File: config.mk
export PLATFORM = sky130hd
export DESIGN_NAME = pipelined_reduction_unit
export DESIGN_NICKNAME = d
export VERILOG_FILES = /design/src/rtl/reduction_pkg.sv /design/src/rtl/lane_tree_adder.sv /design/src/rtl/pipelined_reduction_unit.sv
export SDC_FILE = /design/constraint.sdc
export NUM_CORES = 1
export LEC_CHECK = 0
export CORE_MARGIN = 2
export CORE_UTILIZATION = 30
export DETAILED_ROUTE_END_ITERATION = 8
export GPL_TIMING_DRIVEN = 0
export SLEW_MARGIN = 10
export SYNTH_ARGS = -nofsm -noshare
export SYNTH_HDL_FRONTEND = slang
export SYNTH_SLANG_ARGS = --single-unit
export TNS_END_PERCENT = 30
File: constraint.sdc
create_clock -name clk -period 2.2 [get_ports clk]
set_clock_uncertainty 0.05 [all_clocks]
set_input_delay 0.22 -clock clk [delete_from_list [all_inputs] [get_ports clk]]
set_output_delay 0.22 -clock clk [all_outputs]
set_load 0.01 [all_outputs]
File: src/rtl/reduction_pkg.sv
// Shared widths, mode encodings and S1 payload layout for the lane-sum
// reduction unit.
//   clog2   : ceiling log2 of a positive integer (clog2(1) = 0)
//   sum_w   : exact width of one beat's 2*lanes lane sum
//   MODE_*  : value of in_signed for each lane interpretation
//   S1_F_*  : bit positions of the per-beat flags held in stage 1
package reduction_pkg;

   function automatic int clog2(input int v);
      int r;
      r = 0;
      while ((1 << r) < v) r++;
      return r;
   endfunction

   function automatic int sum_w(input int lane_w, input int lanes);
      return lane_w + clog2(2 * lanes);
   endfunction

   localparam logic MODE_UNSIGNED = 1'b0;
   localparam logic MODE_SIGNED   = 1'b1;

   localparam int S1_F_SIGNED = 0;
   localparam int S1_F_ACC    = 1;
   localparam int S1_F_W      = 2;

endpackage

File: src/rtl/lane_tree_adder.sv
// Combinational balanced adder tree summing N lanes of LANE_W bits.
// Each level widens its operands by one bit (sign- or zero-extended by
// in_signed), so the root is exactly LANE_W+clog2(N) bits and never wraps.
//   in_signed : MODE_SIGNED treats lanes as two's complement
//   lanes     : lane k = lanes[k*LANE_W +: LANE_W]
//   sum       : exact sum of all lanes
module lane_tree_adder
   import reduction_pkg::*;
#(
   parameter int LANE_W = 4,
   parameter int N      = 8
) (
   input  logic                          in_signed,
   input  logic [N*LANE_W-1:0]           lanes,
   output logic [LANE_W+clog2(N)-1:0]    sum
);

   localparam int LV = clog2(N);
   localparam int NP = 1 << LV;

   logic sx;
   assign sx = (in_signed == MODE_SIGNED);

   // Leaves beyond N (non power-of-two N) are zero and do not disturb the sum.
   for (genvar l = 0; l <= LV; l++) begin : lvl
      localparam int W   = LANE_W + l;
      localparam int CNT = NP >> l;
      logic [CNT*W-1:0] s;
      if (l == 0) begin : g_leaf
         for (genvar k = 0; k < CNT; k++) begin : g_node
            if (k < N) begin : g_lane
               assign s[k*W +: W] = lanes[k*LANE_W +: LANE_W];
            end else begin : g_pad
               assign s[k*W +: W] = '0;
            end
         end
      end else begin : g_add
         for (genvar k = 0; k < CNT; k++) begin : g_node
            logic [W-2:0] a;
            logic [W-2:0] b;
            assign a = lvl[l-1].s[(2*k)*(W-1) +: (W-1)];
            assign b = lvl[l-1].s[(2*k+1)*(W-1) +: (W-1)];
            assign s[k*W +: W] = {sx & a[W-2], a} + {sx & b[W-2], b};
         end
      end
   end

   assign sum = lvl[LV].s;

endmodule

File: src/rtl/pipelined_reduction_unit.sv
// Two-stage pipelined lane-sum reduction with optional accumulation.
// S1 registers the exact tree sum of both operands' lanes plus mode flags;
// S2 extends it to OUT_W, optionally adds the running total, and presents it.
//   clk, rst              : clock, asynchronous active-high reset
//   in_valid/in_ready     : input handshake
//   in_rs, in_rt          : operands, LANES lanes of LANE_W bits each
//   in_signed, in_acc     : per-beat lane signedness / accumulate select
//   out_valid/out_ready   : output handshake
//   out_rd                : OUT_W result
//   out_ovf               : accumulate add overflowed OUT_W
module pipelined_reduction_unit
   import reduction_pkg::*;
#(
   parameter int LANE_W = 4,
   parameter int LANES  = 4,
   parameter int OUT_W  = 16
) (
   input  logic                      clk,
   input  logic                      rst,
   input  logic                      in_valid,
   output logic                      in_ready,
   input  logic [LANE_W*LANES-1:0]   in_rs,
   input  logic [LANE_W*LANES-1:0]   in_rt,
   input  logic                      in_signed,
   input  logic                      in_acc,
   output logic                      out_valid,
   input  logic                      out_ready,
   output logic [OUT_W-1:0]          out_rd,
   output logic                      out_ovf
);

   localparam int N     = 2 * LANES;
   localparam int SUM_W = sum_w(LANE_W, LANES);

   if (OUT_W < SUM_W) begin : g_bad_out_w
      $error("pipelined_reduction_unit: OUT_W must be >= SUM_W");
   end

   logic [SUM_W-1:0]  tree_sum;
   logic              v1;
   logic              v2;
   logic [SUM_W-1:0]  s1_sum;
   logic [S1_F_W-1:0] s1_flags;
   logic [OUT_W-1:0]  acc;
   logic [OUT_W-1:0]  rd_q;
   logic              ovf_q;
   logic              s2_free;
   logic              s1_adv;
   logic              accept;
   logic [OUT_W-1:0]  ext;
   logic [OUT_W:0]    add_full;
   logic [OUT_W-1:0]  res;
   logic              ovf;

   lane_tree_adder #(
      .LANE_W (LANE_W),
      .N      (N)
   ) u_tree (
      .in_signed (in_signed),
      .lanes     ({in_rt, in_rs}),
      .sum       (tree_sum)
   );

   assign s2_free = !v2 || out_ready;
   assign s1_adv  = v1 && s2_free;
   // Held low during reset so nothing is offered acceptance while flushing.
   assign in_ready = !rst && (!v1 || s2_free);
   assign accept   = in_valid && in_ready;

   always_comb begin
      ext = OUT_W'(s1_sum);
      if (s1_flags[S1_F_SIGNED] == MODE_SIGNED) ext = OUT_W'($signed(s1_sum));
      add_full = {1'b0, acc} + {1'b0, ext};
      res      = ext;
      ovf      = 1'b0;
      if (s1_flags[S1_F_ACC]) begin
         res = add_full[OUT_W-1:0];
         if (s1_flags[S1_F_SIGNED] == MODE_SIGNED)
            ovf = (acc[OUT_W-1] == ext[OUT_W-1]) && (add_full[OUT_W-1] != acc[OUT_W-1]);
         else
            ovf = add_full[OUT_W];
      end
   end

   always_ff @(posedge clk or posedge rst) begin
      if (rst) begin
         v1       <= 1'b0;
         s1_sum   <= '0;
         s1_flags <= '0;
      end else begin
         if (accept) begin
            v1                    <= 1'b1;
            s1_sum                <= tree_sum;
            s1_flags[S1_F_SIGNED] <= in_signed;
            s1_flags[S1_F_ACC]    <= in_acc;
         end else if (s1_adv) begin
            v1 <= 1'b0;
         end
      end
   end

   // Every beat reloads acc, so a non-accumulate beat starts a fresh chain.
   always_ff @(posedge clk or posedge rst) begin
      if (rst) begin
         v2    <= 1'b0;
         rd_q  <= '0;
         ovf_q <= 1'b0;
         acc   <= '0;
      end else begin
         if (s1_adv) begin
            v2    <= 1'b1;
            rd_q  <= res;
            ovf_q <= ovf;
            acc   <= res;
         end else if (out_ready) begin
            v2 <= 1'b0;
         end
      end
   end

   assign out_valid = v2;
   assign out_rd    = rd_q;
   assign out_ovf   = ovf_q;

endmodule

==> results of run 1 <==
## final cells by class
class                      instances  area (µm²)
sequential                        28         701
multi-input combinational        299        2710
tap                              133         166
fill                             933        5500
timing repair buffer              71         666
inverter                          17        63.8
buffer                             6        22.5
clock buffer                       3        41.3
## flip-flops by register name, indices dropped and copies added (netlist names)
name and flops:
out_ovf 1, out_rd 16, out_valid 1, s1_flags 2
s1_sum 7, v1 1
## power by group through the flow
stage	combinational [W]	clock [W]	sequential [W]
finish	0.00374	0.000292	0.000918
global placement	0.00294	0	0.000920
detailed placement	0.00301	0	0.000932
CTS	0.00341	0.000301	0.000923
global route	0.00416	0.000316	0.000951
floorplan	0.00219	0	0.000940
## cell usage after synthesis (7+ instances only)
master / n / share of area
xnor2_1: 20 / 0.057
o21ai_0: 20 / 0.033
nand2_1: 39 / 0.048
ha_1: 48 / 0.20
xor2_1: 18 / 0.051
a21o_1: 15 / 0.037
fa_1: 8 / 0.052
inv_1: 16 / 0.020
nor2_1: 26 / 0.032
a21oi_1: 34 / 0.056
dfrtp_1: 28 / 0.23
o21bai_1: 7 / 0.017
## cells by family (layout without fill, tap and decap cells)
| family | after synthesis | after routing |
|---|---|---|
| AO/OA/AOI/OAI | 105 | 105 |
| adder cells (fa/ha/maj) | 56 | 56 |
| multiplexers | 9 | 9 |
| XOR/XNOR | 39 | 39 |
| flip-flops | 28 | 28 |
| AND/OR/NAND/NOR | 90 | 90 |
| buffers and inverters | 23 | 97 |
## stage by stage
step                      area (µm²)  hold WS (ns)  power, W  setup TNS (ns)  worst slack, ns
after floorplan                 3150         0.235   0.00313           -1.83           -0.508
after global placement          3880         0.446   0.00386           -7.83            -1.17
after detailed placement        3880         0.462   0.00394           -8.40            -1.21
after CTS                       4150         0.486   0.00463           -2.49           -0.481
after global routing            4370         0.430   0.00542           -4.17           -0.564
final                           4370         0.332   0.00495           -2.50           -0.490
## worst paths after layout
check                      slack [ns]  depth (start not counted)   startpoint          to
setup / recovery                -0.49                         13     in_rs[8]   s1_sum[6]
hold / removal                   0.33                          2          rst  out_rd[10]
setup reg to reg                -0.30                         10  s1_flags[0]     out_ovf
hold reg to reg                  0.47                          2    s1_sum[2]   s1_sum[2]
max in group asynchronous        1.31                          2          rst  out_rd[13]
min in group clk                 0.47                          2    s1_sum[2]   s1_sum[2]
## timing repair
action / CTS / global route
pin swaps: 48 / 57
hold endpoints to repair: 0 / 0
setup endpoints to repair: 17 / 16
gates resized for setup: 82 / 54
buffers inserted: 12 / 4
## metal layers
| metal | vias up | GRT usage | part of all wire |
|---|---|---|---|
| met5 | - | 0 | 0 |
| met1 | 1336 | 0.155 | 0.44 |
| met3 | 10 | 0.0106 | 0.029 |
| met2 | 55 | 0.260 | 0.52 |
| met4 | 0 | 0.0438 | 0.015 |
| li1 | 1395 | - | - |
==> results.txt, run 1 <==
The checks that failed: negative setup slack. The logs give 557 for the post-layout instance count excluding filler cells and 28 for the number of clock sinks. In this run the cell area of the synthesized design comes to 3070 µm².

For this design, the CTS-stage hold fixing added 0 buffers. On the worst path, the slowest cell contributes a delay of 0.62 ns. The slew of the pin with the lowest slew margin works out to 1.01 ns.

The tools report the sequential share of power as 0.185. The aggregate global-route resource usage is 0.135, and the mux cell area share after synthesis is 0.0306. For the number of buffers created by CTS, the log shows 3.

The xor and xnor fraction of the mapped netlist area is 0.116, and the iteration count of the initial detailed-routing pass is 4. For the count of final hold-check violations, the log shows 0. In this run, placement finished with an instance count of 539.

Cell internal power was estimated by the tool at 0.00279 W. Root buffer cell: clkbuf_8. The nature of the critical path endpoint is a flop.

The logs give 0.00216 W for the net switching power of the design and 0 for the number of inserted diodes. The run gives 0 as the total overflow reported by the global router. The flow ran to the end, but the final reports show violations. For this block, the initial DRC count from the detailed router was 83. The most used flip-flop cell after synthesis is dfrtp_1. The worst setup path is launched from a primary input. The depth of the CTS H-tree came out at 1. Final clock period utilization by the worst path: 1.22. After synthesis, the largest family of logic cells by area is adder cells. The region available for standard cell placement spans 9860 µm². The Yosys step of the flow raised 0 warnings.

Setup repair after global routing could not meet its margin everywhere. In the routed design, unresolved DRC markers number 0. The final number of max-transition violations is 0, and the routability-driven placement congestion ratio is 0.861.

The top cell types in the final layout, fill and taps aside, are 39 x nand2_1, 28 x clkdlybuf4s50_1, 28 x dfrtp_1. The post-synthesis share of cell area spent on full adders, half adders and majority gates was 0.248. The run gives 2845 as the number of global-route vias before repair.

The path type of the worst setup path is primary input to flop. In the final design database the tool counted 520 nets. STA puts the critical path data arrival time at 2.84 ns.

The initial antenna violation count was 0. After synthesis, the netlist uses 42 different library cells. The combinational group share of total power is 0.755. The peak clock frequency supported by timing is 372 MHz, and the number of violations of the max-capacitance limit is 0. In this run, synthesis produced a sequential element count of 28.

Clock-pin slew was measured on the worst setup and hold paths at 0.10 ns. A synthesized cell averages 8.76 µm². The count of nets left with antenna violations once routing finished came out at 0.

The die covers 11000 µm². The commonest non-fill, non-tap cell in the layout is nand2_1. The share of layout cells above drive strength 1 is 0.271, and the total nets after synthesis is 444.

Traced cell by cell, the critical path runs through buf_6 -> ha_4 -> fa_2 -> fa_2 -> inv_2 -> fa_2 -> inv_2 -> a21oi_2 -> o21bai_1 -> a21o_1 -> a21oi_2 -> o21a_2 -> o31ai_2. Summed over all cells, the static leakage comes to 1.95 nW. The worst setup margin was -0.490 ns. During I/O placement, the number of pins put on the boundary was 57. The routed layout has 2796 vias. The overall die width came out at 105 µm. TritonCTS built the clock tree. The tools report the utilization after layout as 0.443. After layout, the minimum clock period comes to 2.69 ns. The critical path's top delay family was adder cells.

The tools report the relative max-transition margin as 0.323. The path class of the tightest hold or removal check is primary input to asynchronous set/reset pin. The async set or reset register ratio after synthesis is 1.00, and the maximum vdd ir drop is 0.000418 V. The detailed placement HPWL was 5660 µm; the count of input and output buffers was 56.

The cell with the largest stage delay on the worst path is fa_2. Relative to the synthesized area, the layout overhead comes to 42.4%. The synthesized-area fraction occupied by and/or/nand/nor cells was 0.129; the clock tree buffer depth was 2.

The average vias per placed instance is 5.02. Most repeated library cell on the critical path: fa_2. The first global-routing pass estimated 12400 µm of wire.

The sequential area share after synthesis is 0.229. The standard-cell row count was 36; the die outline height was 105 µm. In this run the worst path has a maximum fanout of 2.

The logs give 29 for the largest net degree at the start of global routing and 2.35 ns for the required arrival time at the worst endpoint. The initial standard-cell utilization of the core was 0.311; the routed wire length per instance was 13.6 µm. The count of final setup violators came out at 11. Yosys mapped a number of flops with a built-in enable equal to 0.

Switching part of the total power: 0.437. The tools report the number of instances in the synthesized netlist as 350. The synthesized-area fraction occupied by ao, oa, aoi and oai cells works out to 0.220. Wires add up to 7550 µm. The number of buffers and inverters on the critical path is 3. For the clock latency at the later pin of the worst-skew pair, the log shows 0.28 ns. For this design the ratio of total power to cell area is 1130 nW/µm². The clock network fraction of total power was 0.059.
Note: power is estimated with default switching activity, not from simulation.
==> run 2: changes to the inputs <==
--- a/config.mk
+++ b/config.mk
@@ -8,6 +8,7 @@
 export CORE_MARGIN = 2
 export CORE_UTILIZATION = 30
 export DETAILED_ROUTE_END_ITERATION = 8
+export GPL_ROUTABILITY_DRIVEN = 1
 export GPL_TIMING_DRIVEN = 0
 export SLEW_MARGIN = 10
 export SYNTH_ARGS = -nofsm -noshare
==> results of run 2 <==
The final DEF is identical to that of run 1; final timing and power are the same.
